**src/rtl/addr_rf_expander.sv**
```systemverilog
// addr_rf_expander: expands a stream of (h,w) coordinates into NCH register-file
// entries {k, h+r*s, w} per sample, written at per-channel base pointers + sample index.
// Build option: define ADDR_RF_CLAMP_EN for a saturating h field; otherwise h wraps mod 2^CW.
module addr_rf_expander #(
    parameter int unsigned NCH   = 4,
    parameter int unsigned DEPTH = 10,
    parameter int unsigned CW    = 7,
    parameter int unsigned KW    = 5,
    parameter int unsigned RW    = 3,
    parameter int unsigned PW    = 11,
    parameter int unsigned LW    = 4
) (
    input  logic                             i_clk,
    input  logic                             i_rst,
    input  logic                             i_start,
    input  logic                             i_valid,
    output logic                             o_ready,
    input  logic [CW-1:0]                    i_h,
    input  logic [CW-1:0]                    i_w,
    input  logic [NCH-1:0][RW-1:0]           i_r,
    input  logic [NCH-1:0][KW-1:0]           i_k,
    input  logic [NCH-1:0][PW-1:0]           i_ptr,
    input  logic [RW-1:0]                    i_s,
    input  logic [LW-1:0]                    i_length,
    output logic                             o_busy,
    output logic                             o_finish,
    output logic                             o_ovf,
    output logic [DEPTH-1:0][2:0][CW-1:0]    o_RF
);

    localparam int unsigned CHW = (NCH > 1) ? $clog2(NCH) : 1;
    localparam int unsigned AW  = PW + LW;
    localparam int unsigned PRW = 2 * RW;
`ifdef ADDR_RF_CLAMP_EN
    localparam int unsigned SW  = CW + PRW;
`endif

    typedef enum logic [2:0] {
        S_IDLE   = 3'd0,
        S_CLEAR  = 3'd1,
        S_RECV   = 3'd2,
        S_EXPAND = 3'd3,
        S_DONE   = 3'd4
    } state_t;

    state_t                 state_q;
    state_t                 state_d;
    logic                   ready_d;
    logic                   busy_d;
    logic                   finish_d;

    logic [NCH-1:0][RW-1:0] r_q;
    logic [NCH-1:0][KW-1:0] k_q;
    logic [NCH-1:0][PW-1:0] ptr_q;
    logic [RW-1:0]          s_q;
    logic [LW-1:0]          len_q;
    logic [LW-1:0]          idx_q;
    logic [CHW-1:0]         ch_q;
    logic [CW-1:0]          h_q;
    logic [CW-1:0]          w_q;

    logic [AW-1:0]          addr_c;
    logic                   in_range_c;
    logic [PRW-1:0]         prod_c;
    logic [CW-1:0]          h_field_c;
`ifdef ADDR_RF_CLAMP_EN
    logic [SW-1:0]          sum_c;
`endif

    // State register
    always_ff @(posedge i_clk or posedge i_rst) begin
        if (i_rst) begin
            state_q <= S_IDLE;
        end else begin
            state_q <= state_d;
        end
    end

    // Next-state logic; output targets are derived from the next state so the
    // registered outputs line up with the state they describe
    always_comb begin
        state_d  = state_q;
        ready_d  = 1'b0;
        busy_d   = 1'b0;
        finish_d = 1'b0;
        unique case (state_q)
            S_IDLE:   if (i_start) state_d = S_CLEAR;
            S_CLEAR:  state_d = (len_q != '0) ? S_RECV : S_DONE;
            S_RECV:   if (i_valid && o_ready) state_d = S_EXPAND;
            S_EXPAND: begin
                if (ch_q == CHW'(NCH - 1)) begin
                    state_d = ((idx_q + LW'(1)) == len_q) ? S_DONE : S_RECV;
                end
            end
            S_DONE:   state_d = S_IDLE;
            default:  state_d = S_IDLE;
        endcase
        ready_d  = (state_d == S_RECV);
        busy_d   = (state_d != S_IDLE);
        finish_d = (state_d == S_DONE);
    end

    // Target address (full PW+LW width, never truncated) and h-field arithmetic
    always_comb begin
        addr_c     = AW'(ptr_q[ch_q]) + AW'(idx_q);
        in_range_c = (addr_c < AW'(DEPTH));
        prod_c     = PRW'(r_q[ch_q]) * PRW'(s_q);
`ifdef ADDR_RF_CLAMP_EN
        sum_c      = SW'(h_q) + SW'(prod_c);
        h_field_c  = (|sum_c[SW-1:CW]) ? '1 : sum_c[CW-1:0];
`else
        h_field_c  = h_q + CW'(prod_c);
`endif
    end

    // Config capture, sample latch, channel/index counters, RF writes and outputs
    always_ff @(posedge i_clk or posedge i_rst) begin
        if (i_rst) begin
            o_ready  <= 1'b0;
            o_busy   <= 1'b0;
            o_finish <= 1'b0;
            o_ovf    <= 1'b0;
            o_RF     <= '0;
            r_q      <= '0;
            k_q      <= '0;
            ptr_q    <= '0;
            s_q      <= '0;
            len_q    <= '0;
            idx_q    <= '0;
            ch_q     <= '0;
            h_q      <= '0;
            w_q      <= '0;
        end else begin
            o_ready  <= ready_d;
            o_busy   <= busy_d;
            o_finish <= finish_d;
            unique case (state_q)
                S_IDLE: begin
                    if (i_start) begin
                        r_q   <= i_r;
                        k_q   <= i_k;
                        ptr_q <= i_ptr;
                        s_q   <= i_s;
                        len_q <= i_length;
                    end
                end
                S_CLEAR: begin
                    o_RF  <= '0;
                    o_ovf <= 1'b0;
                    idx_q <= '0;
                    ch_q  <= '0;
                end
                S_RECV: begin
                    if (i_valid && o_ready) begin
                        h_q  <= i_h;
                        w_q  <= i_w;
                        ch_q <= '0;
                    end
                end
                S_EXPAND: begin
                    if (in_range_c) begin
                        for (int unsigned i = 0; i < DEPTH; i++) begin
                            if (addr_c == AW'(i)) begin
                                o_RF[i] <= {CW'(k_q[ch_q]), h_field_c, w_q};
                            end
                        end
                    end else begin
                        o_ovf <= 1'b1;
                    end
                    if (ch_q == CHW'(NCH - 1)) begin
                        ch_q  <= '0;
                        idx_q <= idx_q + LW'(1);
                    end else begin
                        ch_q  <= ch_q + CHW'(1);
                    end
                end
                default: ;
            endcase
        end
    end

endmodule

```
**config.mk**
```make
export PLATFORM = sky130hd
export DESIGN_NAME = addr_rf_expander
export DESIGN_NICKNAME = d
export VERILOG_FILES = /design/src/rtl/addr_rf_expander.sv
export SDC_FILE = /design/constraint.sdc
export NUM_CORES = 1
export LEC_CHECK = 0
export ABC_AREA = 1
export BUFFER_PORTS_ARGS = -buffer_cell sky130_fd_sc_hd__clkbuf_2
export CAP_MARGIN = 40
export CORE_UTILIZATION = 45
export CTS_BUF_LIST = sky130_fd_sc_hd__clkbuf_4 sky130_fd_sc_hd__clkbuf_8
export DETAILED_ROUTE_END_ITERATION = 8
export GPL_TIMING_DRIVEN = 0
export MAX_ROUTING_LAYER = met4
export PLACE_DENSITY = 0.72
export SETUP_SLACK_MARGIN = 0.4
export SLEW_MARGIN = 20
export SYNTH_ARGS = -nofsm -noshare
export SYNTH_HDL_FRONTEND = slang
export SYNTH_SLANG_ARGS = --single-unit
```
**constraint.sdc**
```tcl
create_clock -name i_clk -period 7.5 [get_ports i_clk]
set_input_delay 0 -clock i_clk [delete_from_list [all_inputs] [get_ports i_clk]]
set_output_delay 0 -clock i_clk [all_outputs]
set_load 0.1 [all_outputs]
```
* After elaboration in Yosys (flattened, before gate mapping) *
Index checks and enable logic that the tools add are counted.
Widths: inputs -> output; s select.

word-level totals
  register bits after elaboration = 320
  word-level logic and storage cells = 143

cells by class
  add/sub/neg operators = 4
  $mul = 1
  magnitude comparators = 2
  eq/ne operators = 30
  multiplexer cells = 31
  reductions and logical operators = 22

operators with widths
  cell                 count
  $pmux 210 s2         1
  $mux 21              10
  $mux 210             1
  $eq 12x3->1 const B  4
  $reduce_and 3->1     10
  $ne 2x2->1 const B   14
  $eq 12x2->1 const B  2
  $eq 12x4->1 const B  2
  $bmux 11 s2          1
  $mux 3               6
  $logic_not 15->1     1
  $add 11x4->12        1
  $eq 12x1->1 const B  1
  $lt 12x4->1 const B  1
  $pmux 3 s4           1
  $mux 11              1
  $bmux 5 s2           1
  $reduce_and 2->1     5
  $eq 3x2->1 const B   3
  $pmux 4 s2           1
  $add 7x6->7          1
  $bmux 3 s2           1
  $mul 3x3->6          1
  $pmux 2 s3           1
  other kinds (17)     19

* Depth between registers and ports, before layout *
Gate-level depths: netlist of run 1.

  depth in word-level cells = 7
  mapped depth = 23
  mapped depth without buffers = 18

* Least setup slack after synthesis of run 1 *
No wires, ideal clock.

  kind = reg-to-reg
  start point = register ch_q[0]
  end point = register o_RF[138] in the netlist's numbering
  data arrival time = 3.644 ns
  slack = 3.734 ns
  cell stages (with the launch flop) = 17
  path buffers = 3
  clock period less this slack = 3.766 ns
  cell sequence = dfrtp_1 -> buf_6 -> buf_2 -> buf_2 -> nand2_1 -> a32o_1 -> or2_2 -> fa_1 -> inv_1 -> fa_1 -> fa_1 -> a21oi_1 -> o21bai_1 -> o21ai_0 -> a21oi_2 -> nand3_1 -> nand2_1

between the ends
  longest elaborated chain between the ends = 7
  elaborated cells between the ends (all ways) = 15

ends and longest elaborated chain
  what                            line  text
  start: declaration              58    logic [CHW-1:0] ch_q;
  start signal: assignment        174   ch_q <= ch_q + CHW'(1);
  $bmux 3 s2                      107   prod_c = PRW'(r_q[ch_q]) * PRW'(s_q);
  $mux 3 (implied by the code)    107
  $mul 3x3->6                     107
  $add 7x6->7                     112   h_field_c = h_q + CW'(prod_c);
  $mux 21                         163   if (addr_c == AW'(i)) begin
  $mux 210                        161   if (in_range_c) begin
  $pmux 210 s2                    137   unique case (state_q)
  end signal: indexed assignment  164   o_RF[i] <= {CW'(k_q[ch_q]), h_field_c, w_q};
  end: declaration                28    output logic [DEPTH-1:0][2:0][CW-1:0] o_RF

Several ways; a longest one is shown, not always the timed one. The select of a mux whose other input is x is not followed.
A chain may end at the register's enable or synchronous reset.

* Worst setup path after layout of run 1 *
  start point = register ch_q[0]
  end point = register o_RF[139] in the netlist's numbering

The elaborated chain is that of the path after synthesis.

==> results of run 1 <==
[critical path, delay by kind of cell, from the launching register on]
family / cells / cell delay [ps]
adders and majority gates: 3 / 1290
DFF: 1 / 400
buffers and inverters: 7 / 1230
and+or+nand+nor: 9 / 870
AOI/OAI and AO/OA: 2 / 750
[layout make-up]
type | instances | share of cell area, %
Buffer | 94 | 3.198
Inverter | 64 | 1.409
Timing Repair Buffer | 408 | 15.58
Clock inverter | 4 | 0.1860
Sequential cell | 300 | 42.92
Tap cell | 384 | 2.747
Clock buffer | 79 | 5.716
Antenna cell | 2 | 0.02862
Multi-Input combinational cell | 940 | 28.21
[kinds of logic (layout without fill, tap and decap cells)]
kind of cell,Yosys count,in the layout
other,1,22
AND/OR/NAND/NOR,705,705
flip-flops,300,300
adder cells (fa/ha/maj),21,21
multiplexers,81,81
AO/OA/AOI/OAI,106,106
buffers and inverters,158,649
XOR/XNOR,7,7
[cells in the mapped netlist, types with 8 or more instances]
master,number
nor2_1,74
clkbuf_1,35
buf_4,27
nand2_1,394
mux2_2,81
inv_1,58
ha_1,15
buf_6,12
o21ai_0,56
a21oi_1,31
dfrtp_1,300
nand3_1,208
nand2_2,13
buf_1,8
buf_2,12
[how the worst min path moves through the flow]
stage	start	end	cells past startpoint
2_1_floorplan	i_k[14]	k_q[14]	1
3_3_place_gp	i_ptr[37]	ptr_q[37]	2
3_5_place_dp	i_rst	h_q[1]	2
4_1_cts	i_ptr[9]	ptr_q[9]	3
5_1_grt	i_ptr[15]	ptr_q[15]	3
6_report	i_ptr[15]	ptr_q[15]	3
[state kept, by name (all words and copies together) (netlist names), 2 cells and up]
signal,flops
o_RF,190
ptr_q,44
k_q,20
r_q,12
h_q,7
w_q,7
idx_q,4
len_q,4
s_q,3
state_q,3
ch_q,2
[repair_timing]
item                                    4_1_cts  5_1_grt
hold buffers                                100        0
endpoints found under the hold margin       211        0
buffers inserted                              0        0
endpoints found under the setup margin        0        0
[through the flow]
stage / hold slack [ps] / cell area, um^2
detailed placement: 40.64 / 15450
global route: 184.3 / 17490
finish: 211.7 / 17490
floorplan: 150.6 / 13240
CTS: 162.3 / 17480
global placement: 232.5 / 15190
[per-layer routing]
metal / part of all wire (%) / wire length, um / track usage [%]
met1: 40 / 16280 / 34.77
met2: 48 / 19710 / 46.32
met3: 7.2 / 2954 / 4.771
met4: 4.5 / 1856 / 12.65
met5: 0 / 0 / -
==> reports/qor.txt, run 1 <==
Post-Route Skew: 23.84 ps
# H-tree levels: 2
vias in the first global route: 12093
area leader, netlist: dfrtp_1
most frequent cells in the layout: nand2_1, dfrtp_1, clkbuf_2, nand3_1, dlygate4sd3_1
register area share after synthesis: 57.04%
CTS Root Cell: clkbuf_8
die area: 0.02994 mm^2
outcome: complete, no violations
Netlist cell types: 35
Synth top area share: 57.04%
multiplexer area fraction after synthesis: 6.930%
worst hold path type: input pin to flip-flop
CTS Buf Count: 49
Critical Path, Cell by Cell: buf_6 -> inv_4 -> clkbuf_1 -> clkbuf_1 -> nand2_1 -> nand3_1 -> nand2_1 -> inv_1 -> nand2_1 -> fa_1 -> inv_1 -> fa_1 -> ha_1 -> nand2_1 -> inv_1 -> nand3_1 -> nand3_1 -> o21ai_0 -> a21oi_2 -> nand3_1 -> nand2_1
Crit. End Element: flip-flop
commonest non-fill, non-tap cell in the layout: nand2_1
hold violation count in the final report: 0
post-cts sizing count: 0
clk buf depth: 3
Initial DRT Pass Iterations: 5
Synth async-reset ratio: 100.0%
crit path to: o_RF[139]
CTS sink count: 300
Startpoint Class: flip-flop
critical path's slowest cell: a21oi_2
cell count after synthesis: 1379
first-pass GRT wire length: 64760 um
fin crit period: 4615 ps
CP required: 8000 ps
placed cell count: 2090
Syn Area/Cell: 9.544 um^2
largest net degree at the start of global routing: 35
clock latency on the worst-skew pair: 570 ps
number of nets with antenna violations after routing: 0
RePlAce Congestion: 0.8857
R2R Path End: o_RF[139]
Initial Util: 45.85%
Overflow after GRT: 0
WS Path Type: flip-flop to flip-flop
Worst R2R Path Depth: 21
final setup vio count: 0
Synth Register Bits: 300
TritonCTS clock tree: done
wire per inst: 17.94 um
fmax: 216.7 MHz
RR Startpoint: ch_q[0]
# IOs: 315
total wire length: 40810 um
FILL cells: 2446
Seq. cell area: 0.007507 mm^2
vias per inst: 5.230
First DRT Iteration DRCs: 988
Final WS setup: 2885 ps
CP Max Fanout: 10
adder-cell share of the synthesized area: 2.339%
Mapped Area: 0.01316 mm^2
relative slew slack: 39.56%
Multi-input gate area: 0.004933 mm^2
Synth Area in Compound Gates: 4.440%
arrival time worst endpoint: 5110 ps
layout cells sized above 1: 29.43%
largest family of logic cells by synthesized area: simple AND/OR/NAND/NOR gates
Max stage delay on crit path: 640 ps
Final Max Tran Viols: 0
drt drc: 0
clk slew on worst S/H paths: 60 ps
Post-Route Utilization: 60.93%
row count: 62
dpl hpwl: 28740 um
RSZ-0062 raised after global routing: no
max-capacitance violation count: 0
# port buffers: 294
synth top area cells: dfrtp_1, nand2_1, nand3_1
total number of vias: 11898
Synth Area in Simple Gates: 22.66%
Area Growth Syn to Fin: 32.88%
Final Cycle Share: 61.53%
Post-layout nets: 1979
post-place setup slack: 2901 ps
Die Span X: 173.0 um
initial antenna violation count: 2
beginning of the critical path: ch_q[0]
Most used DFF post-synth: dfrtp_1
XOR/XNOR Fraction of Synth Area: 0.4658%
worst-margin pin slew: 903.3 ps
Finished Layout Cells: 2275
Most common cell on crit path: nand2_1
r2r setup slk: 2890 ps
Die Span Y: 173.0 um
Synth Warn #: 0
Sum Neg Setup Slack: 0 ps
Total GRT Usage: 28.40%
Post-synth EDFFs: 0
core area: 0.02870 mm^2
Power of run 1 is not shown: default switching activity piles up to over one toggle a cycle in this logic, so the estimate is an artifact.
==> run 2, diff against run 1 <==
==> constraint.sdc (replaced) <==
create_clock -name i_clk -period 4.05 [get_ports i_clk]
set_input_delay 0 -clock i_clk [delete_from_list [all_inputs] [get_ports i_clk]]
set_output_delay 0 -clock i_clk [all_outputs]
set_load 0.1 [all_outputs]
==> run 2 against run 1 <==
  * Sequential share of layout area is 0.95 points lower
  * Sequential cell count stayed put
  * Setup slack worse by 2500 ps
  * Cell count is 0.97% higher
  * Register-to-register slack worse by 2500 ps
==> reports/qor.txt, run 2 (synthesized netlist as in run 1, its figures left out) <==
total number of vias: 11842 (-0.47%)
worst hold path type: input pin to flip-flop
drt drc: 0 (unchanged)
# H-tree levels: 2 (unchanged)
WL met1: 16680 um (+2.4%)
Overflow after GRT: 0 (unchanged)
Die Span X: 173.0 um (unchanged)
commonest non-fill, non-tap cell in the layout: nand2_1
fin crit period: 3709 ps (-906.0 ps)
die area: 0.02994 mm^2 (unchanged)
top sig layer: met4
vias in the first global route: 11750 (-2.8%)
Area Growth Syn to Fin: 35.91%
clk slew on worst S/H paths: 60 ps (about the same)
FILL cells: 2428 (-0.74%)
# port buffers: 294 (unchanged)
number of nets with antenna violations after routing: 0 (unchanged)
outcome: complete, no violations
initial antenna violation count: 1 (-1)
wire length on met3: 2906 um (-1.6%)
largest net degree at the start of global routing: 33 (-5.7%)
largest register by flop count: o_RF
metal2 WL: 20490 um (+3.9%)
Total GRT Usage: 28.38% (about the same)
core area: 0.02870 mm^2 (unchanged)
worst-margin pin slew: 776.3 ps (-127.0 ps)
CTS Root Cell: clkbuf_8
Die Span Y: 173.0 um (unchanged)
total wire length: 41390 um (+1.4%)
clock latency on the worst-skew pair: 580 ps (about the same)
WS Path Type: flip-flop to flip-flop
first-pass GRT wire length: 64400 um (-0.57%)
Crit. End Element: flip-flop
wire per inst: 18.02 um (+0.45%)
hold violation count in the final report: 0 (unchanged)
Initial DRT Pass Iterations: 5 (unchanged)
layout cells sized above 1: 32.34% (+2.9 points)
most frequent cells in the layout: nand2_1, clkbuf_2, dfrtp_1, nand3_1, dlygate4sd3_1
TritonCTS clock tree: done
Initial Util: 45.85% (unchanged)
dpl hpwl: 28540 um (-0.68%)
CP Max Fanout: 6 (-4)
clk buf depth: 3 (unchanged)
First DRT Iteration DRCs: 945 (-4.4%)
Final Cycle Share: 91.57% (+30 points)
CTS sink count: 300 (unchanged)
relative slew slack: 48.24% (+8.7 points)
CP required: 4560 ps (-3440 ps)
RSZ-0062 raised after global routing: yes
CTS Buf Count: 49 (unchanged)
Startpoint Class: flip-flop
# IOs: 315 (unchanged)
fmax: 269.6 MHz (+24%)
Post-layout nets: 1998 (+0.96%)
Final Max Tran Viols: 0 (unchanged)
max-capacitance violation count: 0 (unchanged)
RePlAce Congestion: 0.8784 (-0.82%)
final setup vio count: 0 (unchanged)
Largest register FFs: 190 (unchanged)
arrival time worst endpoint: 4220 ps (-890 ps)
Post-Route Skew: 32.09 ps (+8.256 ps)
row count: 62 (unchanged)
vias per inst: 5.155 (-1.4%)
Final Cell Area: 0.01789 mm^2 (+2.3%)
Largest regs: o_RF x190, ptr_q x44, k_q x20
Post-DP Area: 0.01544 mm^2 (about the same)
-- run 2: path summary, 6_finish.rpt --
path	slack, ps	cells past startpoint	startpoint	to
hold / removal	210	3	i_ptr[18]	ptr_q[18]
hold reg to reg	470	2	o_RF[79]	o_RF[79]
min in group asynchronous	410	4	i_rst	h_q[1]
setup / recovery	340	16	ch_q[0]	o_RF[138]
max in group asynchronous	2380	9	i_rst	o_RF[168]
setup reg to reg	340	16	ch_q[0]	o_RF[138]
-- run 2: what timing repair did --
item                                   in CTS  in global routing
cloned                                      1                  0
endpoints found under the hold margin     166                  1
hold buffers                               99                  1
pin swaps                                  19                 24
buffers inserted                           16                  2
setup endpoints to repair                 151                163
gates resized for setup                    40                 40
-- run 2: final cells by class --
cell class / count / area (um^2) / share of cell area [%]
Inverter: 64 / 257.7 / 1.441
Multi-Input combinational cell: 940 / 5095 / 28.48
Sequential cell: 300 / 7508 / 41.98
Antenna cell: 5 / 12.51 / 0.06995
Timing Repair Buffer: 427 / 2937 / 16.42
Clock buffer: 79 / 949.7 / 5.309
Clock inverter: 4 / 30.03 / 0.1679
Buffer: 94 / 616.8 / 3.449
Tap cell: 384 / 480.5 / 2.686
-- run 2: metal layers --
layer | vias to the layer above | track usage [%]
li1 | 5474 | -
met1 | 5773 | 35.23
met2 | 496 | 47.14
met3 | 99 | 4.617
met4 | 0 | 9.735
met5 | - | -
-- run 2: per-stage QoR --
step                TNS [ps]  cells  hold slack, ps  setup slack, ps  util [%]
floorplan                  0   1398           150.6            62.95         -
global placement     -502070   2076           232.2            -1632     52.95
detailed placement    -17220   2089           157.1           -597.4     53.81
CTS                        0   2288           92.41            314.9     61.78
global route               0   2296           210.2            202.3     62.31
finish                     0   2297           207.9            341.3     62.32
-- run 2: critical path: stages (launching register included) --
cell and delay, ps:
dfrtp_1 360, buf_6 140, buf_8 100, buf_6 110
nand2_2 40, a32o_2 300, or2_4 240, fa_1 540
inv_2 40, fa_2 440, fa_2 410, a21oi_2 180
o21bai_2 110, a21oi_4 270, buf_12 180, nand3_2 70
nand2_1 100
Power of run 2 is left out for the same reason.
